$ cat config.mk
export PLATFORM = sky130hd
export DESIGN_NAME = dcache_controller
export DESIGN_NICKNAME = d
export VERILOG_FILES = /design/src/rtl/dcache_controller.sv
export SDC_FILE = /design/constraint.sdc
export NUM_CORES = 1
export LEC_CHECK = 0
export CORE_AREA = 2 2 496 498
export DETAILED_ROUTE_END_ITERATION = 6
export DIE_AREA = 0 0 498 500
export GPL_TIMING_DRIVEN = 0
export PLACE_DENSITY = 0.3
export SYNTH_ARGS = -nofsm -noshare
export SYNTH_HDL_FRONTEND = slang
export SYNTH_SLANG_ARGS = --single-unit
$ cat constraint.sdc
create_clock -name clk_i -period 12.43 [get_ports clk_i]
set_input_delay 2.486 -clock clk_i [delete_from_list [all_inputs] [get_ports clk_i]]
set_output_delay 2.486 -clock clk_i [all_outputs]
set_load 0.01 [all_outputs]
$ cat src/rtl/dcache_controller.sv
`timescale 1ns/1ps
// dcache_controller
//   Write-back, write-allocate data cache controller. The tag/data SRAM
//   (with hit detection and victim selection) and main memory are external;
//   this block sequences hits, victim write-back and line refill.
//
//   Ports
//     clk_i, rst_i              clock, synchronous active-high reset
//     cpu_addr_i/cpu_data_i     CPU byte address / store data
//     cpu_MemRead_i/MemWrite_i  load / store request (both high = store)
//     cpu_data_o, cpu_stall_o   load data, pipeline stall
//     sram_*                    set index, tag {valid,dirty,tag}, line, strobes
//     mem_*                     line address, write-back line, strobes, ack
//     hit_cnt_o/miss_cnt_o      performance counters
//
//   Optional feature: define DCACHE_PERF_CNT_EN to build saturating hit/miss
//   counters; otherwise both counter outputs are tied to zero.
//
//   state      | meaning
//   S_IDLE     | serve hits, detect misses
//   S_MISS     | inspect victim line, capture it if dirty
//   S_WRITEBACK| write dirty victim to memory
//   S_READMISS | fetch requested line from memory, fill SRAM on ack
//   S_READMISSOK| one settle cycle before the request is re-evaluated
module dcache_controller (
    input  logic         clk_i,
    input  logic         rst_i,
    input  logic [31:0]  cpu_addr_i,
    input  logic [31:0]  cpu_data_i,
    input  logic         cpu_MemRead_i,
    input  logic         cpu_MemWrite_i,
    output logic [31:0]  cpu_data_o,
    output logic         cpu_stall_o,
    output logic [3:0]   sram_addr_o,
    output logic [24:0]  sram_tag_o,
    output logic [255:0] sram_data_o,
    output logic         sram_enable_o,
    output logic         sram_write_o,
    input  logic [24:0]  sram_tag_i,
    input  logic [255:0] sram_data_i,
    input  logic         sram_hit_i,
    output logic [31:0]  mem_addr_o,
    output logic [255:0] mem_data_o,
    output logic         mem_enable_o,
    output logic         mem_write_o,
    input  logic [255:0] mem_data_i,
    input  logic         mem_ack_i,
    output logic [31:0]  hit_cnt_o,
    output logic [31:0]  miss_cnt_o
);

    typedef enum logic [2:0] {
        S_IDLE,
        S_MISS,
        S_WRITEBACK,
        S_READMISS,
        S_READMISSOK
    } state_t;

    state_t         r_state;
    state_t         w_state_nxt;
    logic           w_req;
    logic [2:0]     w_word;
    logic [3:0]     w_index;
    logic [22:0]    w_tag;
    logic           w_victim_dirty;
    logic [255:0]   w_merged;
    logic [22:0]    r_victim_tag;
    logic [255:0]   r_victim_data;

    assign w_req          = cpu_MemRead_i | cpu_MemWrite_i;
    assign w_word         = cpu_addr_i[4:2];
    assign w_index        = cpu_addr_i[8:5];
    assign w_tag          = cpu_addr_i[31:9];
    assign w_victim_dirty = sram_tag_i[24] & sram_tag_i[23];

    assign sram_enable_o  = w_req;
    assign sram_addr_o    = w_index;
    assign cpu_stall_o    = (r_state != S_IDLE) | (w_req & ~sram_hit_i);

    always_ff @(posedge clk_i) begin
        if (rst_i) begin
            r_state       <= S_IDLE;
            r_victim_tag  <= '0;
            r_victim_data <= '0;
        end else begin
            r_state <= w_state_nxt;
            if (r_state == S_MISS) begin
                r_victim_tag  <= sram_tag_i[22:0];
                r_victim_data <= sram_data_i;
            end
        end
    end

    always_comb begin
        w_merged                 = sram_data_i;
        w_merged[32*w_word +: 32] = cpu_data_i;
    end

    always_comb begin
        w_state_nxt  = r_state;
        cpu_data_o   = '0;
        sram_write_o = 1'b0;
        sram_tag_o   = '0;
        sram_data_o  = sram_data_i;
        mem_enable_o = 1'b0;
        mem_write_o  = 1'b0;
        mem_addr_o   = {w_tag, w_index, 5'b0};
        mem_data_o   = r_victim_data;
        case (r_state)
            S_IDLE: begin
                if (w_req) begin
                    if (sram_hit_i) begin
                        if (cpu_MemWrite_i) begin
                            sram_write_o = 1'b1;
                            sram_data_o  = w_merged;
                            sram_tag_o   = {1'b1, 1'b1, w_tag};
                        end else begin
                            cpu_data_o = sram_data_i[32*w_word +: 32];
                        end
                    end else begin
                        w_state_nxt = S_MISS;
                    end
                end
            end
            S_MISS: begin
                w_state_nxt = w_victim_dirty ? S_WRITEBACK : S_READMISS;
            end
            S_WRITEBACK: begin
                mem_enable_o = 1'b1;
                mem_write_o  = 1'b1;
                mem_addr_o   = {r_victim_tag, w_index, 5'b0};
                if (mem_ack_i) w_state_nxt = S_READMISS;
            end
            S_READMISS: begin
                mem_enable_o = 1'b1;
                if (mem_ack_i) begin
                    sram_write_o = 1'b1;
                    sram_data_o  = mem_data_i;
                    sram_tag_o   = {1'b1, 1'b0, w_tag};
                    w_state_nxt  = S_READMISSOK;
                end
            end
            S_READMISSOK: begin
                w_state_nxt = S_IDLE;
            end
            default: begin
                w_state_nxt = S_IDLE;
            end
        endcase
        // Strobes are forced quiet during reset so nothing escapes in the
        // cycle the reset is applied.
        if (rst_i) begin
            cpu_data_o   = '0;
            sram_write_o = 1'b0;
            mem_enable_o = 1'b0;
            mem_write_o  = 1'b0;
        end
    end

`ifdef DCACHE_PERF_CNT_EN
    logic [31:0] r_hit_cnt;
    logic [31:0] r_miss_cnt;
    logic        w_hit_evt;
    logic        w_miss_evt;

    assign w_hit_evt  = (r_state == S_IDLE) & w_req & sram_hit_i;
    assign w_miss_evt = (r_state == S_IDLE) & w_req & ~sram_hit_i;

    always_ff @(posedge clk_i) begin
        if (rst_i) begin
            r_hit_cnt  <= '0;
            r_miss_cnt <= '0;
        end else begin
            if (w_hit_evt && (r_hit_cnt != 32'hFFFF_FFFF))
                r_hit_cnt <= r_hit_cnt + 32'd1;
            if (w_miss_evt && (r_miss_cnt != 32'hFFFF_FFFF))
                r_miss_cnt <= r_miss_cnt + 32'd1;
        end
    end

    assign hit_cnt_o  = r_hit_cnt;
    assign miss_cnt_o = r_miss_cnt;
`else
    assign hit_cnt_o  = 32'd0;
    assign miss_cnt_o = 32'd0;
`endif

endmodule

# Word-level counts from Yosys, hierarchy flattened
# Cells that the tools add are included.
# classes
addsub	1
n_eq_ne	7
shifts	3
mux	33
bitwise	5
reduce_logical	4
# ops
op	count
$mux W256	4
$pmux W256 S2	1
$bwmux W256	1
$shift A32 B34 Y256 const A	1
$shiftx A256 B9 Y32	1
$shiftx A32 B34 Y256	1
$mux W32	6
$mux W25	4
$pmux W25 S2	1
$neg A8 Y34	1
$mux W3	4
$pmux W3 S4	1
$mux W1	10
$ne A2 B2 Y1 const B	4
$eq A3 B2 Y1 const B	2
$reduce_and A4 Y1	1
$eq A3 B1 Y1 const B	1
$logic_not A3 Y1	1
$reduce_bool A3 Y1	1
$and A1 B1 Y1	2
$or A1 B1 Y1	2
$pmux W1 S2	1
$reduce_or A2 Y1	1
$not A1 Y1	1
# totals
register_bits	282
inputBits	607
out_inout_bits	674
elab_cells	56

# Logic depth before layout (Yosys ltp)
# Gate-level depths: netlist (run 1).
# logic_depth
depth_word	7
ltp_mapped	11
depth_no_buf	7

# Worst setup path after synthesis (run 1)
# Ideal clock, no wire load.
# synth_path
path_kind	input -> output
startpoint	in cpu_addr_i[3]
endpoint	out sram_data_o[189]
arrival_time_ns	5.281
required_ns	9.944
setup_slack_ns	4.663
path_stages	11
path_buffers	4
path_cell_list	clkbuf_1 buf_1 inv_1 ha_1 ha_1 clkbuf_1 nand4b_1 nor4_2 buf_2 a31oi_1 o21ai_0
# synth_between
elab_chain_len	7
elab_cells_between_ends	8
classes_between	1 x add/sub; 2 x shift; 5 x mux
# synth_rtl
item	line_no	text
start, declared	28	input logic [31:0] cpu_addr_i,
$neg A8 Y34 (*)	97	w_merged[32*w_word +: 32] = cpu_data_i;
$shiftx A32 B34 Y256 / $shift A32 B34 Y256 (equally long branches)	97	
$bwmux W256 (*)	97	
$mux W256 (*)	114	if (cpu_MemWrite_i) begin
$mux W256 (*)	113	if (sram_hit_i) begin
$mux W256 (*)	112	if (w_req) begin
$pmux W256 S2 (*)	110	case (r_state)
end, declared	36	output logic [255:0] sram_data_o,
# Mark *: on every way between the ends. The rest lies on a longest branch, timed or not.

# Worst setup path in the final report (run 1)
# layout_path
startpoint	in cpu_addr_i[3]
endpoint	out sram_data_o[252]
# Same word-level chain as after synthesis.

==> flow_summary.json, run 1 <==
{
  "run_status": "finished with violations",
  "violations": "design-rule violations, max-capacitance violations, max-slew violations",
  "gr-usage-met1": 0.283,
  "crit_path_max_incr_delay_ns": 0.95,
  "finalInstanceArea_mm2": 0.0362,
  "syn_avg_cell_area_um2": 7.29,
  "num_vias": 27800,
  "die_w_um": 498,
  "wire_per_inst_um": 43.0,
  "share_comb_of_total_power": 0.405,
  "max_freq_ghz": 0.0822,
  "vias_per_cell": 3.91,
  "cap_violations": 2,
  "crit_start": "cpu_addr_i[3]",
  "final-hold-violation-count": 0,
  "port_buffers": 1184,
  "track_usage": 0.236,
  "power_density_mw_per_mm2": 114,
  "cp.depth": 13,
  "finalPower_mw": 4.11,
  "ir_drop_v": 0.0000906,
  "std_cell_rows": 182,
  "postCtsSetupBuffers": 0,
  "grt-busiest-layer": "met2",
  "grt_pass1_wl_um": 364000,
  "synth_edf_count": 0,
  "ant_nets": 0,
  "met2_usage": 0.380,
  "leakagePower_nw": 12.6,
  "drc": 5,
  "critical_path.top_delay_family": "buffers and inverters",
  "core-area_mm2": 0.244,
  "cts_buffers": 47,
  "finalWirelength_um": 306000,
  "seqPwrFrac": 0.249,
  "place_congestion": 0.881,
  "period_minus_slack_ns": 12.17,
  "ys_ff_latch": 282,
  "critical_path.max_fanout": 11,
  "setup_viol": 0,
  "worst_slew_pin_slew_ns": 1.56,
  "clkPwrFrac": 0.346,
  "path_cells": "clkdlybuf4s50_1, clkbuf_2, buf_1, inv_1, ha_1, ha_1, clkbuf_1, or3b_2, nor2_1, clkbuf_1, a21oi_1, o21ai_0, clkdlybuf4s50_1",
  "dpl-instance-area_mm2": 0.0345,
  "synth_cell_types": 55,
  "critPathArrivalTime_ns": 9.69,
  "dp_slack_ns": 0.272,
  "nets": 4405,
  "worst_path_max_delay_cell": "clkbuf_1",
  "cts_resized": 0,
  "cts_tree": "yes",
  "clk_pin_slew_ns": 0.05,
  "grt_pass1_vias": 26700,
  "synth_top_family_by_area": "compound AO/OA/AOI/OAI gates",
  "drtPass1Iterations": 7,
  "synth_xor_area_frac": 0.000484,
  "path_buf_inv": 7,
  "ff2ff_setup_slack_ns": 8.67,
  "drv_slew": 22,
  "cts_sinks": 282,
  "fin_ws_ns": 0.257,
  "worstSetupEndpointType": "output pin",
  "maxSlewHeadroom": -0.0410,
  "dieArea_mm2": 0.249,
  "reg2reg_to": "mem_data_o[36]",
  "drive_above_1_share": 0.0941,
  "synthAdderAreaFrac": 0.00415,
  "syn_inst": 2483,
  "fin_hold_ws_ns": 0.449,
  "dp_hpwl_um": 264000,
  "cts.htree.levels": 2,
  "area_growth_pct": 100,
  "die_y_um": 500,
  "async_flop_share": 0,
  "rsz0062_at_grt": "no",
  "use_met3": 0.0935,
  "start_util": 0.0740,
  "p_int_mw": 2.41,
  "synth_flop_cell": "dfxtp_1",
  "switching_share": 0.415,
  "hold_class": "register to register",
  "p_switching_mw": 1.70,
  "synth-simple-area-share": 0.227,
  "reg2reg_from": "r_state[0]",
  "endpoint": "sram_data_o[252]",
  "clk_latency_ns": 0.70,
  "grt-ovfl-total": 0,
  "root_buffer": "clkbuf_16",
  "yosysWarnings": 0,
  "start_kind": "input port",
  "antenna_found_initial": 181,
  "drtIter0Drc": 2660,
  "r2r_cells": 7,
  "required_ns": 9.94,
  "syn_area_mm2": 0.0181,
  "muxShareOfSynthArea": 0.0945,
  "synth_compound_area_frac": 0.260,
  "pin_count": 1281,
  "cts_hold_buf": 0,
  "critPathKind": "input port to output pin",
  "fin_tns_setup_ns": 0,
  "synth-seq-area-share": 0.312,
  "clock_path_buffers": 3,
  "finalCritPeriodShare": 0.979,
  "grt_max_degree": 13,
  "clock_skew_ns": 0.0536
}
worst min-delay path, cell delays in order, from the launching register on:
cell	delay, ns
dfxtp_1	0.30
nand2_1	0.05
a21oi_1	0.05
how the worst min path moves through the flow:
stage                          start          endpoint  cells past startpoint
floorplan            r_victim_tag[0]   r_victim_tag[0]                      2
global placement    r_victim_tag[13]  r_victim_tag[13]                      2
detailed placement  r_victim_tag[13]  r_victim_tag[13]                      2
CTS                 r_victim_tag[13]  r_victim_tag[13]                      2
global route        r_victim_tag[14]  r_victim_tag[14]                      2
finish              r_victim_tag[13]  r_victim_tag[13]                      2
state kept, by name (all words and copies together) (netlist names):
name / count
mem_data_o: 256
r_state: 3
r_victim_tag: 23
metal layers:
| metal | up-vias | wire, µm |
|---|---|---|
| met5 | - | 466 |
| met4 | 74 | 10900 |
| met3 | 366 | 32100 |
| met2 | 1942 | 138000 |
| met1 | 14100 | 124000 |
| li1 | 11400 | - |
cell usage in the layout (no fill, tap or decap), types with 8 or more instances in the layout:
cell type,synthesis,routed
and3_1,17,17
o211ai_1,13,13
buf_1,11,9
a22oi_1,93,93
inv_1,50,50
o21ai_1,29,29
buf_4,81,81
clkbuf_8,0,8
and2_1,68,68
buf_2,57,59
dfxtp_1,282,282
a31oi_1,28,27
o21ai_0,64,64
clkbuf_16,0,47
diode_2,0,76
nor2_1,21,19
a222oi_1,38,38
clkdlybuf4s50_1,0,1184
nand2_1,819,819
a221o_1,69,69
nand3_1,12,12
a32oi_1,12,12
clkbuf_1,180,159
clkbuf_2,0,28
conb_1,1,69
a41oi_1,10,9
mux4_2,64,64
a21oi_1,377,377
mux2_2,23,23
cell usage after synthesis (all sizes together) (7+ instances only):
cell / number / area, µm²
nand2: 819 / 3070
a21oi: 377 / 1890
dfxtp: 282 / 5650
clkbuf: 180 / 676
buf: 152 / 968
a22oi: 93 / 698
o21ai: 93 / 465
a221o: 69 / 691
and2: 69 / 432
mux4: 64 / 1440
inv: 50 / 188
a222oi: 38 / 380
a31oi: 29 / 188
mux2: 23 / 259
nor2: 21 / 78.8
and3: 17 / 106
o211ai: 13 / 97.6
a32oi: 12 / 105
nand3: 12 / 60.1
a41oi: 10 / 87.6
nor3: 7 / 62.6
nor4: 7 / 83.8
stage by stage:
step	cells	utilization
after detailed placement	6962	0.141
final	7122	0.148
after CTS	7045	0.147
after global placement	6955	0.140
after floorplan	2551	-
after global routing	7064	0.148
area by class of cell:
| type | count | area, µm² |
|---|---|---|
| clock inverter | 21 | 226 |
| inverter | 51 | 191 |
| tap | 3220 | 4030 |
| buffer | 332 | 1680 |
| sequential | 282 | 5650 |
| fill | 28000 | 208000 |
| multi-input combinational | 1886 | 10900 |
| antenna | 76 | 190 |
| timing repair buffer | 1192 | 12000 |
| clock buffer | 62 | 1310 |
power by group through the flow:
stage / Combinational [mW] / Clock, mW / Sequential, mW
5_1_grt: 1.73 / 1.48 / 1.03
6_report: 1.66 / 1.42 / 1.03
4_1_cts: 1.68 / 1.47 / 1.03
3_3_place_gp: 1.67 / 0 / 1.04
3_5_place_dp: 1.68 / 0 / 1.04
2_1_floorplan: 0.468 / 0 / 1.07
logic make-up (layout without fill, tap and decap cells):
kind of cell,Yosys count,count (layout)
and+or+nand+nor,977,977
AOI/OAI and AO/OA,745,745
buffers and inverters,383,1658
DFF,282,282
muxes,88,88
adders and majority gates,6,6
other,1,145
xor gates and xnor gates,1,1
Note: power is estimated with default switching activity, not from simulation.
==> run 2, diff against run 1 <==
Settings changed: CELL_PAD_IN_SITES_DETAIL_PLACEMENT set to 0, CELL_PAD_IN_SITES_GLOBAL_PLACEMENT set to 1, CORE_AREA 2 2 496 498 to 2 2 504 506, DIE_AREA 0 0 498 500 to 0 0 506 508, PLACE_DENSITY 0.3 to 0.31.
==> flow_summary.json, run 2 (synthesized netlist as in run 1, its figures left out) <==
{
  "finalInstanceArea_mm2": 0.0365,
  "power_density_mw_per_mm2": 114,
  "start_util": 0.0717,
  "cts_tree": "yes",
  "finalWirelength_um": 318000,
  "rsz0062_at_grt": "no",
  "die_y_um": 508,
  "fin_ws_ns": 0.586,
  "cts_buffers": 46,
  "num_vias": 27500,
  "finalPower_mw": 4.15,
  "drtPass1Iterations": 7,
  "die_w_um": 506,
  "maxSlewHeadroom": 0.0323,
  "grt_pass1_vias": 26900,
  "cts.htree.levels": 2,
  "largest_reg_flops": 256,
  "clk_latency_ns": 0.69,
  "min_from": "r_victim_tag[1]",
  "clk_pin_slew_ns": 0.06,
  "run_status": "finished with violations",
  "ir_drop_v": 0.0000950,
  "setup_viol": 0,
  "ff2ff_setup_slack_ns": 8.28,
  "std_cell_rows": 185,
  "cts_sinks": 282,
  "final_common_cell": "clkdlybuf4s50_1",
  "dp_hpwl_um": 276000,
  "cts_hold_buf": 0,
  "root_buffer": "clkbuf_16",
  "drtIter0Drc": 2689,
  "antenna_found_initial": 188,
  "dp_slack_ns": -0.104,
  "crit_top_cell": "clkdlybuf4s50_1",
  "clock_path_buffers": 3,
  "area_growth_pct": 102,
  "worst_slew_pin_slew_ns": 1.45,
  "finalCritPeriodShare": 0.953,
  "path_cells": "clkdlybuf4s50_1, clkbuf_2, buf_1, inv_1, ha_1, or4b_1, buf_2, nor3_4, clkbuf_1, a21oi_1, o21ai_0, clkdlybuf4s50_1",
  "worstSetupEndpointType": "output pin",
  "hold_class": "register to register",
  "grt_max_degree": 13,
  "worst_path_max_delay_cell": "clkdlybuf4s50_1",
  "min_to": "r_victim_tag[1]",
  "r2r_cells": 8,
  "fillers": 29100,
  "drive_above_1_share": 0.0965,
  "track_usage": 0.238,
  "regArea_mm2": 0.00565,
  "dieArea_mm2": 0.257,
  "reg2reg_from": "r_state[0]",
  "crit_path_max_incr_delay_ns": 1.03,
  "grt-ovfl-total": 0,
  "critPathArrivalTime_ns": 9.36,
  "pin_count": 1281,
  "drc": 9,
  "holdPathStages": 2,
  "ant_nets": 0,
  "critPathKind": "input port to output pin",
  "place_congestion": 0.871,
  "period_minus_slack_ns": 11.84,
  "core-area_mm2": 0.252,
  "reg2reg_to": "mem_data_o[139]",
  "wire_per_inst_um": 43.9,
  "final-hold-violation-count": 0,
  "dpl-instance-area_mm2": 0.0348,
  "post-route-util": 0.145,
  "path_buf_inv": 7,
  "leakagePower_nw": 12.7,
  "violations": "design-rule violations",
  "required_ns": 9.94,
  "grt_pass1_wl_um": 379000,
  "critical_path.top_delay_family": "buffers and inverters",
  "layout_common_cells": "1,184 x clkdlybuf4s50_1, 819 x nand2_1, 377 x a21oi_1",
  "start_kind": "input port",
  "fin_tns_setup_ns": 0,
  "cap_violations": 0,
  "clock_skew_ns": 0.0232,
  "multi_input_area_mm2": 0.0109,
  "drv_slew": 0,
  "port_buffers": 1184,
  "max_freq_ghz": 0.0844,
  "critical_path.max_fanout": 10,
  "nets": 4413,
  "vias_per_cell": 3.80
}
run 2: worst max path at each step:
stage | from | to | slack, ns | cells past startpoint
after floorplan | cpu_addr_i[3] | sram_data_o[189] | 4.66 | 11
after global placement | cpu_addr_i[3] | sram_data_o[44] | -0.07 | 12
after detailed placement | cpu_addr_i[3] | sram_data_o[44] | -0.10 | 12
after CTS | cpu_addr_i[3] | sram_data_o[44] | 0.30 | 12
after global routing | cpu_addr_i[3] | sram_data_o[44] | 0.44 | 12
final | cpu_addr_i[3] | sram_data_o[42] | 0.59 | 12
run 2: per-layer routing:
metal | share of wire | global-route usage | wire (µm) | vias to the layer above
li1 | - | - | - | 11300
met1 | 0.42 | 0.298 | 135000 | 14000
met2 | 0.44 | 0.379 | 142000 | 1854
met3 | 0.11 | 0.0968 | 33400 | 330
met4 | 0.026 | 0.0532 | 8250 | 42
met5 | 0.00085 | 0 | 272 | -
run 2: worst reg2reg max path: cells and delay by family, from the launching register on:
kind            cells  cell delay, ns
flops               1            0.44
buf+inv             5            2.81
compound gates      1            0.21
simple gates        2            0.63
run 2: repair_timing:
action,in CTS,in global routing
resized for setup,1,0
endpoints found under the setup margin,2,0
buffers inserted,0,0
hold endpoints to repair,0,0
run 2: per-stage QoR:
stage	instances	hold slack, ns
finish	7245	0.454
global route	7206	0.472
CTS	7200	0.455
detailed placement	7118	0.445
global placement	7101	0.441
floorplan	2551	0.433
run 2: final cells by class:
| type | count | share of cell area |
|---|---|---|
| timing repair buffer | 1201 | 0.334 |
| antenna | 45 | 0.00309 |
| clock buffer | 69 | 0.0364 |
| multi-input combinational | 1886 | 0.299 |
| buffer | 332 | 0.0465 |
| inverter | 51 | 0.00525 |
| sequential | 282 | 0.155 |
| tap | 3366 | 0.115 |
| clock inverter | 13 | 0.00539 |
run 2: power by group:
group | leakage [nW] | internal, mW | switching [mW]
sequential | 2.30 | 0.980 | 0.0450
combinational | 9.62 | 0.632 | 1.08
clock | 0.739 | 0.819 | 0.598
